===== config.mk =====
export PLATFORM = sky130hd
export DESIGN_NAME = mmio_uart_tx
export DESIGN_NICKNAME = d
export VERILOG_FILES = /design/src/rtl/mmio_uart_tx.sv
export SDC_FILE = /design/constraint.sdc
export NUM_CORES = 1
export LEC_CHECK = 0
export CAP_MARGIN = 25
export CORE_MARGIN = 2
export CORE_UTILIZATION = 35
export DETAILED_ROUTE_END_ITERATION = 8
export GPL_TIMING_DRIVEN = 1
export PLACE_DENSITY_LB_ADDON = 0.15
export SLEW_MARGIN = 10
export SYNTH_ARGS = -nofsm -noshare
export SYNTH_HDL_FRONTEND = slang
export SYNTH_SLANG_ARGS = --single-unit

===== constraint.sdc =====
create_clock -name clk -period 3.8 [get_ports clk]
set_clock_uncertainty 0.2 [all_clocks]
set_input_delay 0.76 -clock clk [delete_from_list [all_inputs] [get_ports clk]]
set_output_delay 0.76 -clock clk [all_outputs]
set_load 0.1 [all_outputs]

===== src/rtl/mmio_uart_tx.sv =====
// Memory-mapped 8N1 UART transmitter with a byte FIFO, responding on the CPU data bus.
// Register window: TXDATA, STATUS (W1C overflow), DIV (bit period in clocks).
module mmio_uart_tx #(
    parameter logic [31:0] BASE_ADDR   = 32'h1000_0000,
    parameter int          FIFO_DEPTH  = 8,
    parameter logic [15:0] DEFAULT_DIV = 16'd434
) (
    input  logic        clk,
    input  logic        reset,
    input  logic [3:0]  wmask,
    input  logic [31:0] addr,
    input  logic [31:0] wdata,
    output logic [31:0] rdata,
    output logic        sel,
    output logic        uart_tx
);

    localparam int PW = $clog2(FIFO_DEPTH);
    localparam int CW = $clog2(FIFO_DEPTH + 1);
    localparam logic [CW-1:0] DEPTH_C = CW'(FIFO_DEPTH);

    typedef enum logic [1:0] {
        S_IDLE,
        S_START,
        S_DATA,
        S_STOP
    } state_t;

    state_t        state_q, state_d;
    logic [PW-1:0] rd_ptr_q, rd_ptr_d;
    logic [PW-1:0] wr_ptr_q, wr_ptr_d;
    logic [CW-1:0] count_q, count_d;
    logic          overflow_q, overflow_d;
    logic [15:0]   div_q, div_d;
    logic [15:0]   period_q, period_d;
    logic [15:0]   baud_q, baud_d;
    logic [2:0]    bit_idx_q, bit_idx_d;
    logic [7:0]    shift_q, shift_d;
    logic          tx_q, tx_d;
    logic [7:0]    mem_q [FIFO_DEPTH];

    logic [1:0]  off;
    logic        push_req, push_acc, pop;
    logic        w1c, div_lo_we, div_hi_we;
    logic        full, empty, busy, bit_done;
    logic [15:0] eff_div;
    logic        unused_bits;

    assign sel       = (addr[31:4] == BASE_ADDR[31:4]);
    assign off       = addr[3:2];
    assign push_req  = sel && wmask[0] && (off == 2'd0);
    assign w1c       = sel && wmask[0] && (off == 2'd1) && wdata[3];
    assign div_lo_we = sel && wmask[0] && (off == 2'd2);
    assign div_hi_we = sel && wmask[1] && (off == 2'd2);

    assign full     = (count_q == DEPTH_C);
    assign empty    = (count_q == '0);
    assign busy     = (state_q != S_IDLE);
    assign eff_div  = (div_q == 16'd0) ? 16'd1 : div_q;
    assign bit_done = (baud_q == period_q - 16'd1);
    assign uart_tx  = tx_q;

    assign unused_bits = ^{addr[1:0], wdata[31:16], wmask[3:2]};

    // Serialiser: the period is latched at each bit start so DIV changes land on a boundary
    always_comb begin
        state_d   = state_q;
        pop       = 1'b0;
        tx_d      = tx_q;
        shift_d   = shift_q;
        bit_idx_d = bit_idx_q;
        baud_d    = baud_q + 16'd1;
        period_d  = period_q;
        case (state_q)
            S_IDLE: begin
                baud_d = 16'd0;
                tx_d   = 1'b1;
                if (!empty) begin
                    pop      = 1'b1;
                    shift_d  = mem_q[rd_ptr_q];
                    state_d  = S_START;
                    tx_d     = 1'b0;
                    period_d = eff_div;
                end
            end
            S_START: begin
                if (bit_done) begin
                    state_d   = S_DATA;
                    tx_d      = shift_q[0];
                    bit_idx_d = 3'd0;
                    baud_d    = 16'd0;
                    period_d  = eff_div;
                end
            end
            S_DATA: begin
                if (bit_done) begin
                    baud_d   = 16'd0;
                    period_d = eff_div;
                    if (bit_idx_q == 3'd7) begin
                        state_d = S_STOP;
                        tx_d    = 1'b1;
                    end else begin
                        shift_d   = shift_q >> 1;
                        tx_d      = shift_q[1];
                        bit_idx_d = bit_idx_q + 3'd1;
                    end
                end
            end
            S_STOP: begin
                if (bit_done) begin
                    baud_d   = 16'd0;
                    period_d = eff_div;
                    if (!empty) begin
                        pop     = 1'b1;
                        shift_d = mem_q[rd_ptr_q];
                        state_d = S_START;
                        tx_d    = 1'b0;
                    end else begin
                        state_d = S_IDLE;
                        tx_d    = 1'b1;
                    end
                end
            end
            default: state_d = S_IDLE;
        endcase
    end

    // FIFO bookkeeping and register writes; a full FIFO still accepts when a pop frees a slot
    always_comb begin
        push_acc   = push_req && (!full || pop);
        wr_ptr_d   = wr_ptr_q + PW'(push_acc);
        rd_ptr_d   = rd_ptr_q + PW'(pop);
        count_d    = count_q;
        if (push_acc && !pop) count_d = count_q + CW'(1);
        if (!push_acc && pop) count_d = count_q - CW'(1);
        overflow_d = overflow_q;
        if (w1c) overflow_d = 1'b0;
        if (push_req && !push_acc) overflow_d = 1'b1;
        div_d = div_q;
        if (div_lo_we) div_d[7:0]  = wdata[7:0];
        if (div_hi_we) div_d[15:8] = wdata[15:8];
    end

    always_comb begin
        rdata = 32'd0;
        if (sel) begin
            case (off)
                2'd1: begin
                    rdata[0]    = full;
                    rdata[1]    = empty;
                    rdata[2]    = busy;
                    rdata[3]    = overflow_q;
                    rdata[15:8] = 8'(count_q);
                end
                2'd2:    rdata[15:0] = div_q;
                default: rdata = 32'd0;
            endcase
        end
    end

    always_ff @(posedge clk) begin
        if (reset) begin
            state_q    <= S_IDLE;
            rd_ptr_q   <= '0;
            wr_ptr_q   <= '0;
            count_q    <= '0;
            overflow_q <= 1'b0;
            div_q      <= DEFAULT_DIV;
            period_q   <= 16'd1;
            baud_q     <= 16'd0;
            bit_idx_q  <= 3'd0;
            tx_q       <= 1'b1;
        end else begin
            state_q    <= state_d;
            rd_ptr_q   <= rd_ptr_d;
            wr_ptr_q   <= wr_ptr_d;
            count_q    <= count_d;
            overflow_q <= overflow_d;
            div_q      <= div_d;
            period_q   <= period_d;
            baud_q     <= baud_d;
            bit_idx_q  <= bit_idx_d;
            tx_q       <= tx_d;
        end
    end

    always_ff @(posedge clk) begin
        shift_q <= shift_d;
        if (push_acc) mem_q[wr_ptr_q] <= wdata[7:0];
    end

endmodule


==> results.tsv <==
stage	metric	value	unit
die	# rows	50	
finish	final design utilization	44.96	%
synth	sequential fraction of the synthesis area	52.40	%
finish	Nets	765	
status	outcome	finished clean	
routing	DR WL met2	7.464	mm
finish	area delta synth->final	26.83	%
routing	Top Layer Used	met4	
routing	post-route ant nets	0	
clocking	CTS tree	done	
sta	total negative setup slack	0	ns
global_route	initial antenna violation count	0	
global_route	largest net degree at the start of global routing	43	
clocking	Max Buffers Root-to-Sink	2	
clocking	cts bufs inserted	17	
sta	Tcrit/Tclk final	95.47	%
critical_path	startpoint types	flip-flop	
routing	Via Count	4694	
pwr	Power Dens Cells	620.8	mW/mm2
synth	Synth Instances	596	
clocking	CTS H-tree lvls	4	
die	Initial Utilization	35.45	%
synth	Netlist Area Pre-Place	0.006609	mm2
critical_path	Buf+Inv Stages, Crit Path	1	
place	number of port buffers	67	
critical_path	CP arrival	3.75	ns
routing	Avg Vias per Cell	5.075	
global_route	GRT Util Overall	16.14	%
finish	Filler Cell Count	1755	
routing	routed wl met3	475	um
critical_path	Top delay family on crit path	simple AND/OR/NAND/NOR gates	
routing	DRT iter0 DRCs	259	
critical_path	FF-to-FF setup slack	0.17	ns
place	Post-DP HPWL	11.17	mm
pwr	Lkg Pwr	2.996	nW
finish	Reg area	0.003463	mm2
routing	WL final	15.18	mm
synth	#FFs+latches synth	137	
global_route	first-pass GRT wire length	24.85	mm
synth	Top FF cell, synth	edfxtp_1	
synth	EDFF count, synth	72	
routing	drt pass-1 iters	4	
die	io pins	104	
sta	worst slew pin tran	0.9582	ns
place	RePlAce Congestion	0.7932	
finish	layout cells sized above 1	16.35	%
critical_path	Setup CP Type	reg -> reg	
clocking	Reg clk slew, reported paths	0.06	ns
die	die area	0.02000	mm2
sta	# setup viols final	0	
sta	fin crit period	3.628	ns
synth	post-synth cell types	62	
routing	routed len/inst	16.41	um
critical_path	Req. time, crit path	3.92	ns
pwr	worst vdd ir	378.8	uV
die	Die H	141.4	um
routing	Met1 Wirelength	7.020	mm
critical_path	maximum fanout along the worst path	5	
global_route	vias in the first global route	4650	
synth	Ys Warns	0	
finish	multi-input logic area	0.002980	mm2
sta	Slew headroom	35.92	%
clocking	CTS sink count	137	
critical_path	CP dominant cell by count	ha_1	
routing	residual DRC count	0	
critical_path	crit end category	flip-flop	
sta	fmax	0.2757	GHz
critical_path	Crit-path slowest cell	dfxtp_1	
sta	final hold vios	0	
worst_hold_path	Min-Delay Path Class	reg -> reg	
finish	antenna diode count	0	
global_route	gr ovfl total	0	
clocking	Clock Latency Late Sink	0.43	ns
sta	Final Max Tran Viols	0	
clocking	CTS Root Cell	clkbuf_16	
die	Die Wd	141.4	um
synth	Avg Inst Size Synth	11.09	um2
die	Core ar.	0.01864	mm2
run	Max-Cap Viols	0	
synth	asr flop ratio synth	0	%
critical_path	Worst path max stage delay	0.44	ns
critical_path	crit path cell chain	inv_1, ha_1, nor3b_4, and3_1, o21a_1, or3_1, nor4_1, a21o_2, nand2_4, xnor2_1, ha_1, o32a_1, mux2_4	
metrics by stage:
stage / std cells / total power, mW / worst slack (ns) / hold slack [ns] / cell area (um2)
CTS: 925 / 5.238 / 0.08204 / 0.2732 / 8372
finish: 925 / 5.203 / 0.1723 / 0.2704 / 8382
detailed placement: 893 / 3.645 / 0.1060 / 0.2591 / 7804
floorplan: 611 / 3.228 / 0.09102 / 0.2356 / 6731
global route: 925 / 5.500 / -0.02488 / 0.2930 / 8382
global placement: 893 / 3.598 / 0.2166 / 0.2569 / 7804
what timing repair did:
item	CTS	global route
endpoints found under the setup margin	0	41
setup buffers	0	0
resized for setup	0	5
hold buffers	0	0
area by class of cell:
type / count / share of cell area [%]
sequential: 137 / 41.32
multi-input combinational: 418 / 35.56
clock buffer: 17 / 5.075
tap: 234 / 3.493
timing repair buffer: 93 / 12.36
inverter: 11 / 0.4926
clock inverter: 15 / 1.702
cells in the final DEF (no fill, tap or decap), types with 16 or more instances in the layout:
cell,instances
edfxtp_1,72
dfxtp_1,65
nor2_1,61
nand2_1,56
clkdlybuf4s50_1,50
mux2i_1,35
buf_4,26
xnor2_1,25
and3_1,20
ha_1,17
clkbuf_16,17
buf_12,17
a21oi_1,16
o21ai_0,16
mux4_2,16
conb_1,16
final timing paths:
kind	from	endpoint	cells after the start
worst max-delay path	period_q[0]	count_q[2]	13
worst min-delay path	baud_q[0]	baud_q[0]	1
worst max register to register	period_q[0]	count_q[2]	13
worst min register to register	baud_q[0]	baud_q[0]	1
cells by family after synthesis:
logic type	share of synthesized area, %
compound gates	7.743
mux	10.98
buf+inv	4.449
fa+ha+maj	3.218
flops	52.40
xor+xnor	5.036
other cells	0.05674
simple gates	16.11
cell usage after synthesis, types with 2 or more instances:
| cell | number | share of area [%] |
|---|---|---|
| nand4_1 | 8 | 0.76 |
| xnor2_1 | 25 | 3.3 |
| xor2_1 | 13 | 1.7 |
| a221oi_1 | 2 | 0.27 |
| nor3_1 | 11 | 0.83 |
| o211ai_1 | 2 | 0.23 |
| buf_1 | 2 | 0.11 |
| nand2_1 | 57 | 3.2 |
| nand2b_1 | 6 | 0.57 |
| buf_6 | 3 | 0.51 |
| a22oi_1 | 10 | 1.1 |
| o21a_1 | 4 | 0.45 |
| mux4_2 | 16 | 5.5 |
| mux2i_1 | 35 | 5.3 |
| a21boi_0 | 2 | 0.23 |
| nor2b_1 | 5 | 0.47 |
| a21oi_1 | 16 | 1.2 |
| a211oi_1 | 2 | 0.23 |
| a31oi_1 | 3 | 0.28 |
| nor2_1 | 69 | 3.9 |
| buf_4 | 16 | 1.8 |
| edfxtp_1 | 72 | 33 |
| nor4_1 | 15 | 1.4 |
| nand3_1 | 15 | 1.1 |
| dfxtp_1 | 65 | 20 |
| o21ai_0 | 16 | 1.2 |
| o21bai_1 | 2 | 0.23 |
| inv_1 | 11 | 0.62 |
| and3_1 | 20 | 1.9 |
| clkbuf_1 | 23 | 1.3 |
| and2_1 | 3 | 0.28 |
| ha_1 | 17 | 3.2 |
report_power, final:
group	total (mW)	switching (mW)	leakage, nW	internal, mW
logic	1.75	0.985	1.54	0.768
registers	1.87	0.139	1.18	1.73
clock network	1.58	0.715	0.277	0.869
routing by layer:
metal	global-route usage [%]	up-vias
met4	6.158	0
met2	26.19	90
li1	-	2300
met3	3.544	19
met5	0	-
met1	21.19	2285
state kept, by name, summed over array words and instances (netlist names):
name / flops
rd_ptr_q: 3
shift_q: 8
count_q: 4
baud_q: 16
period_q: 16
uart_tx: 1
overflow_q: 1
div_q: 16
bit_idx_q: 3
state_q: 2
wr_ptr_q: 3
mem_q: 64
Power figures use the tool's default switching activity.
